==> src/rtl/spi_ram_pkg.sv <==
// Shared opcode encoding and default geometry for the SPI command memory.
// The SPI slave imports the same opcodes for its command decoding.
package spi_ram_pkg;

  localparam int DEF_ADDR_SIZE = 8;
  localparam int DEF_MEM_DEPTH = 256;

  typedef enum logic [1:0] {
    CMD_WR_ADDR = 2'b00,
    CMD_WR_DATA = 2'b01,
    CMD_RD_ADDR = 2'b10,
    CMD_RD_DATA = 2'b11
  } cmd_e;

endpackage

==> src/rtl/spi_ram_array.sv <==
// Byte storage with a synchronous write port and a registered, enable-gated read port.
// Holds no reset; contents are undefined until written.
module spi_ram_array #(
  parameter int MEM_DEPTH = 256,
  parameter int ADDR_SIZE = 8
) (
  input  logic                 clk_i,
  input  logic                 we_i,
  input  logic [ADDR_SIZE-1:0] waddr_i,
  input  logic [7:0]           wdata_i,
  input  logic                 re_i,
  input  logic [ADDR_SIZE-1:0] raddr_i,
  output logic [7:0]           rdata_o
);

  logic [7:0] mem_q [MEM_DEPTH];
  logic [7:0] rdata_q;

  // Write and enable-gated read share one edge; rdata_q holds between reads.
  always_ff @(posedge clk_i) begin
    if (we_i) begin
      mem_q[waddr_i] <= wdata_i;
    end
    if (re_i) begin
      rdata_q <= mem_q[raddr_i];
    end
  end

  assign rdata_o = rdata_q;

endmodule

==> src/rtl/spi_ram.sv <==
// Command-driven byte memory behind the SPI slave: edge-detects rx_valid, decodes the
// opcode, maintains independent write/read pointers and returns read bytes with tx_valid.
module spi_ram
  import spi_ram_pkg::*;
#(
  parameter int MEM_DEPTH = DEF_MEM_DEPTH,
  parameter int ADDR_SIZE = DEF_ADDR_SIZE
) (
  input  logic                 clk,
  input  logic                 rst_n,
  input  logic [ADDR_SIZE+1:0] din,
  input  logic                 rx_valid,
  output logic [7:0]           dout,
  output logic                 tx_valid,
  output logic                 cmd_err
);

  logic                 rx_valid_q;
  logic                 accept_s;
  cmd_e                 op_s;
  logic [ADDR_SIZE-1:0] payload_s;
  logic [ADDR_SIZE-1:0] wr_ptr_q, wr_ptr_d;
  logic [ADDR_SIZE-1:0] rd_ptr_q, rd_ptr_d;
  logic                 wr_armed_q, wr_armed_d;
  logic                 rd_armed_q, rd_armed_d;
  logic                 tx_valid_q, tx_valid_d;
  logic                 cmd_err_q, cmd_err_d;
  logic                 loaded_q, loaded_d;
  logic                 mem_we_s, mem_re_s;
  logic [7:0]           rdata_s;

  assign accept_s  = rx_valid & ~rx_valid_q;
  assign op_s      = cmd_e'(din[ADDR_SIZE+1:ADDR_SIZE]);
  assign payload_s = din[ADDR_SIZE-1:0];

  // Decode one accepted command; everything holds when no rising edge of rx_valid is seen.
  always_comb begin
    wr_ptr_d   = wr_ptr_q;
    rd_ptr_d   = rd_ptr_q;
    wr_armed_d = wr_armed_q;
    rd_armed_d = rd_armed_q;
    tx_valid_d = tx_valid_q;
    loaded_d   = loaded_q;
    cmd_err_d  = 1'b0;
    mem_we_s   = 1'b0;
    mem_re_s   = 1'b0;
    if (accept_s) begin
      tx_valid_d = 1'b0;
      case (op_s)
        CMD_WR_ADDR: begin
          wr_ptr_d   = payload_s;
          wr_armed_d = 1'b1;
        end
        CMD_WR_DATA: begin
          if (wr_armed_q) begin
            mem_we_s = 1'b1;
            wr_ptr_d = wr_ptr_q + ADDR_SIZE'(1);
          end else begin
            cmd_err_d = 1'b1;
          end
        end
        CMD_RD_ADDR: begin
          rd_ptr_d   = payload_s;
          rd_armed_d = 1'b1;
        end
        CMD_RD_DATA: begin
          if (rd_armed_q) begin
            mem_re_s   = 1'b1;
            tx_valid_d = 1'b1;
            loaded_d   = 1'b1;
            rd_ptr_d   = rd_ptr_q + ADDR_SIZE'(1);
          end else begin
            cmd_err_d = 1'b1;
          end
        end
        default: begin
          cmd_err_d = 1'b1;
        end
      endcase
    end else begin
      cmd_err_d = 1'b0;
    end
  end

  // Control state; armed flags clear only here, so a reset also blocks any pending write.
  always_ff @(posedge clk or negedge rst_n) begin
    if (!rst_n) begin
      rx_valid_q <= 1'b0;
      wr_ptr_q   <= '0;
      rd_ptr_q   <= '0;
      wr_armed_q <= 1'b0;
      rd_armed_q <= 1'b0;
      tx_valid_q <= 1'b0;
      cmd_err_q  <= 1'b0;
      loaded_q   <= 1'b0;
    end else begin
      rx_valid_q <= rx_valid;
      wr_ptr_q   <= wr_ptr_d;
      rd_ptr_q   <= rd_ptr_d;
      wr_armed_q <= wr_armed_d;
      rd_armed_q <= rd_armed_d;
      tx_valid_q <= tx_valid_d;
      cmd_err_q  <= cmd_err_d;
      loaded_q   <= loaded_d;
    end
  end

  spi_ram_array #(
    .MEM_DEPTH (MEM_DEPTH),
    .ADDR_SIZE (ADDR_SIZE)
  ) u_array (
    .clk_i   (clk),
    .we_i    (mem_we_s),
    .waddr_i (wr_ptr_q),
    .wdata_i (din[7:0]),
    .re_i    (mem_re_s),
    .raddr_i (rd_ptr_q),
    .rdata_o (rdata_s)
  );

  // The array read register has no reset; loaded_q forces dout to zero until the first read.
  assign dout     = loaded_q ? rdata_s : 8'h00;
  assign tx_valid = tx_valid_q;
  assign cmd_err  = cmd_err_q;

endmodule

==> config.mk <==
export PLATFORM = sky130hd
export DESIGN_NAME = spi_ram
export DESIGN_NICKNAME = d
export VERILOG_FILES = /design/src/rtl/spi_ram_pkg.sv /design/src/rtl/spi_ram_array.sv /design/src/rtl/spi_ram.sv
export SDC_FILE = /design/constraint.sdc
export NUM_CORES = 2
export LEC_CHECK = 0
export CAP_MARGIN = 20
export CORE_ASPECT_RATIO = 2
export CORE_MARGIN = 1.5
export CORE_UTILIZATION = 40
export CTS_BUF_LIST = sky130_fd_sc_hd__clkbuf_16
export DETAILED_ROUTE_END_ITERATION = 6
export DONT_BUFFER_PORTS = 1
export GPL_TIMING_DRIVEN = 0
export MAX_ROUTING_LAYER = met4
export PLACE_DENSITY = 0.64
export REMOVE_ABC_BUFFERS = 1
export SLEW_MARGIN = 40
export SYNTH_ARGS = -nofsm -noshare
export SYNTH_HDL_FRONTEND = slang
export SYNTH_SLANG_ARGS = --single-unit
==> constraint.sdc <==
create_clock -name clk -period 3.3 [get_ports clk]
set_input_delay 0.66 -clock clk [delete_from_list [all_inputs] [get_ports clk]]
set_output_delay 0.66 -clock clk [all_outputs]
set_load 0.05 [all_outputs]
-- After elaboration in Yosys (flattened, before gate mapping)
Memories as Yosys holds them, arrays and structs flattened. A register that Yosys moved wholly into a read port is not among the register bits.
Index checks and enable logic that the tools add are counted.
- RAM bits: 2048
- output and inout port bits: 10
- bits of input ports: 13
- register bits: 22
- memories: 1
- reduce and logical (&&, ||, !) cells: 8
- muxes and demuxes: 17
- add/sub/neg operators: 2
- equality and inequality tests: 5
- bitwise gates (word level): 2
- memories (name ; depth ; bits a word ; rd ports ; clocked after memory_dff ; write ports ; RTL line ; RTL):
    u_array.mem_q ; 256 ; 8 ; 1 ; 1 ; 1 ; spi_ram_array.sv:16 ; logic [7:0] mem_q [MEM_DEPTH];
- operators with widths (operator ; number):
    one-hot mux 8 bit (2 select lines) ; 2
    2-to-1 mux 8 bit ; 3
    adder 8 x 1 -> 8 bit (second input constant) ; 2
    2-to-1 mux 1 bit ; 11
    AND reduction 3 bit ; 3
    equality test 2 bit (second input constant) ; 2
    inequality test 2 bit (second input constant) ; 2
    AND reduction 2 bit ; 2
    nonzero test 2 bit ; 2
    equality test 2 x 1 -> 1 bit (second input constant) ; 1
    zero test 2 bit ; 1
    one-hot mux 1 bit (2 select lines) ; 1
    AND 1 bit ; 1
    inverter 1 bit ; 1

-- Depth between registers and ports, before layout
- word-level depth: 5
- gate-level depth with buffers: 14

-- Cells and area by module
Synthesis repeated with hierarchy kept, for this count alone.
- cell total of the unflattened synthesis: 3874
- area, all modules: 80951.4 um^2
- by module, submodules not included (module ; sequential area each (um^2) ; times used ; cells each ; area each (um^2)):
    spi_ram_array ; 61739.2 ; 1 ; 3733 ; 79636.4
    spi_ram ; 550.5 ; 1 ; 141 ; 1315.0

-- Worst setup path before layout
No wires, ideal clock.
- path kind: input port to flip-flop
- from: input din[9]
- to: memory u_array.mem_q[100][0] (enable)
- stages: 7
- setup slack: 219 ps
- buffers on the path: 3
- library setup time: 370 ps
- arrival time: 2711 ps
- cell sequence: clkbuf_1 -> nand2b_1 -> nor3_1 -> clkbuf_1 -> nand3_1 -> clkbuf_1 -> nor2_1
- word-level cells in the longest chain between the ends: 5
- ends and longest elaborated chain (element ; RTL line ; RTL):
    from (decl) ; spi_ram.sv:11 ; input logic [ADDR_SIZE+1:0] din,
    equality test 2 x 1 -> 1 bit ; spi_ram.sv:49 ; case (op_s)
    2-to-1 mux 1 bit ; spi_ram.sv:49 ;
    2-to-1 mux 1 bit ; spi_ram.sv:47 ; if (accept_s) begin
    2-to-1 mux 1 bit ; spi_ram_array.sv:21 ; if (we_i) begin
    2-to-1 mux 1 bit (implied by the code) ; spi_ram_array.sv:22 ; mem_q[waddr_i] <= wdata_i;
    to (decl) ; spi_ram_array.sv:16 ;
No other way between the ends.

==> results.cfg <==
[worst_setup_path]
path_max_fanout = 6
crit_required_ps = 3880
startpoint_type = flip-flop
crit_type = flip-flop to flip-flop
end_kind = flip-flop
arrival_ps = 4270

[yosys]
yosysWarnings = 0
synth_seq_cells = 2078
avgSynthCellArea_um2 = 20.1
synth-async-reset-ratio_pct = 1.06
synth_top_area_share_pct = 76.0
synthTopCellsByArea = edfxtp_1 (76%), mux4_2 (11%), mux2i_1 (3.5%), nor2_1 (1.4%), o221ai_1 (0.75%)
synthCells = 4042
ys_types = 64
synth_area_leader_cell = edfxtp_1
synth-edff-count = 2056
synth_area_um2 = 81200
yosysSeqAreaShare_pct = 76.7
synth_ff_type = edfxtp_1

[sta]
final.period_utilization_pct = 112
timing.fmax_mhz = 271
worstMarginPinSlew_ps = 1100
rsz0062_at_grt = true
finalHoldViolations = 0
finalSetupTns_ps = -1750
setup_violations = 23
period_minus_slack_ps = 3690
fin_worst_skew_ps = 30.7
max_slew_margin_pct = 26.7
fin_ws_ps = -392
slew_violations = 0

[power_and_ir_drop]
irDropWorstVdd_v = 0.000461
total_power_w = 0.0641
p_leak_nw = 29.2
power_density_nw_per_um2 = 676

[detailed_routing]
drtAntennaViolNets = 0
totalWireLength_um = 231000
via_per_inst = 5.94
post_drt_wl_per_cell_um = 32.7
drtIter0Drc = 4688
vias = 41900
drc = 0
first_pass_iters = 7

[clocking]
clock_sinks = 2078
htree_levels = 4
cts_tree = yes
clk_latency_ps = 830
root_buffer = clkbuf_16
clk_pin_slew_ps = 80
cts_made_buffers = 167
cts_buffer_depth = 4

[layout]
drive_above_1_share_pct = 29.0
area_delta_synth_final_pct = 16.8
fillers = 16300
nets = 4256

[floorplanning]
core_um2 = 201000
die_h_um = 640
design.die.area_um2 = 206000
num_rows = 233
start_util_pct = 40.3
ios = 23
chipWidth_um = 322

[global_routing]
antenna_found_initial = 5
gr-usage-all-layers_pct = 22.7
grt_first_pass_wirelength_um = 319000
grt_pass1_vias = 42600
grt_overflow = 0
grt_max_degree = 259

[status]
violations = setup timing
status = complete, but fails checks

[place]
port_buffers = 0
post-place-ws_ps = -1580
hpwlAfterDp_um = 138000
gp_congestion = 0.883

[hold_path]
hold_class = input port to flip-flop

[flow_run]
drv_cap = 0
## path summary, 6_finish.rpt
check	cells past startpoint	startpoint	end	slack (ps)
setup / recovery	10	rd_ptr_q[0]	u_array.rdata_o[7]	-390
hold / removal	0	din[4]	u_array.mem_q[95][4]	30
setup reg to reg	10	rd_ptr_q[0]	u_array.rdata_o[7]	-390
hold reg to reg	1	rd_armed_q	rd_armed_q	550
max in group asynchronous	2	rst_n	rd_ptr_q[6]	2470
min in group asynchronous	2	rst_n	rd_armed_q	380
## report_power, final
part | leakage (nW) | switching, W | internal (W) | total [W]
combinational | 7.73 | 0.00836 | 0.00612 | 0.0145
sequential | 18.7 | 0.000280 | 0.0291 | 0.0294
clock | 2.73 | 0.00922 | 0.0110 | 0.0203
## worst max-delay path, cell delays in order, from the launching register on
cell	delay, ps
dfrtp_4	520
buf_6	150
buf_16	140
buf_16	140
buf_16	140
buf_16	140
mux4_2	450
mux4_2	570
o211ai_1	620
a32oi_1	250
a31o_2	300
## logic make-up (layout without fill, tap and decap cells)
family	Yosys count	in the layout	synth area share, %
fa+ha+maj	5	5	0.0770
simple gates	522	522	2.74
compound gates	471	471	3.98
other cells	0	5	0
flops	2078	2078	76.7
mux	702	702	14.8
buf+inv	264	581	1.70
## cells in the final DEF, fill, tap and decap left out, types with 61 or more instances in the layout
cell type and count:
nand2_1 74, nor2_1 106, a21oi_1 89, nor2_2 151
clkbuf_16 176, o221ai_1 65, edfxtp_1 2056, buf_4 118
o21ai_0 61, mux2i_1 278, mux4_2 397
## synth_stat cells (9+ instances only)
| cell | count |
|---|---|
| a211oi_1 | 11 |
| a21oi_1 | 109 |
| a221o_1 | 12 |
| a221oi_1 | 25 |
| a22oi_1 | 63 |
| a31oi_1 | 12 |
| and2_1 | 13 |
| buf_1 | 18 |
| buf_2 | 34 |
| buf_4 | 40 |
| buf_6 | 25 |
| clkbuf_1 | 136 |
| dfrtp_1 | 22 |
| edfxtp_1 | 2056 |
| mux2_2 | 19 |
| mux2i_1 | 286 |
| mux4_2 | 397 |
| nand2_1 | 91 |
| nand2b_1 | 11 |
| nand3_1 | 35 |
| nor2_1 | 301 |
| nor2b_1 | 19 |
| nor3_1 | 24 |
| o211ai_1 | 9 |
| o21ai_0 | 65 |
| o221ai_1 | 70 |
| o22ai_1 | 46 |
## through the flow
step / utilization, % / hold WS (ps) / cells / area (µm²)
2_1_floorplan: - / 364 / 3788 / 79900
3_3_place_gp: 41.3 / 365 / 6490 / 83200
3_5_place_dp: 42.6 / 366 / 6594 / 85800
4_1_cts: 46.5 / 0.655 / 6995 / 93600
5_1_grt: 47.1 / -9.08 / 7063 / 94800
6_report: 47.1 / 27.0 / 7066 / 94800
## layout make-up
| type | instances | area [µm²] | area share (%) |
|---|---|---|---|
| Sequential cell | 2078 | 62300 | 65.7 |
| Antenna cell | 5 | 12.5 | 0.0132 |
| Inverter | 10 | 60.1 | 0.0633 |
| Tap cell | 2702 | 3380 | 3.57 |
| Clock buffer | 173 | 4330 | 4.57 |
| Timing Repair Buffer | 281 | 4460 | 4.70 |
| Multi-Input combinational cell | 1700 | 19200 | 20.2 |
| Clock inverter | 117 | 1070 | 1.13 |
## registers in the layout, indices dropped and copies added (netlist names)
register and cells:
cmd_err 1, loaded_q 1, rd_armed_q 1, u_array.mem_q 2048, u_array.rdata_o 8, rx_valid_q 1
wr_ptr_q 8, tx_valid 1, wr_armed_q 1, rd_ptr_q 8
## per-layer routing
layer / wire length [µm] / share of wire (%) / track usage (%)
met1: 76100 / 33 / 23.8
met2: 121000 / 52 / 39.4
met3: 13600 / 5.9 / 2.74
met4: 20200 / 8.7 / 16.1
met5: 0 / 0 / -
## what timing repair did
item                                    in CTS  in global routing
buffers inserted                            73                 47
endpoints found under the hold margin      178                 90
cloned                                      23                  3
pin swaps                                   21                 27
endpoints found under the setup margin    1015                491
gates resized for setup                    190                 94
hold buffers                                15                 11
Note: power is estimated with default switching activity, not from simulation.
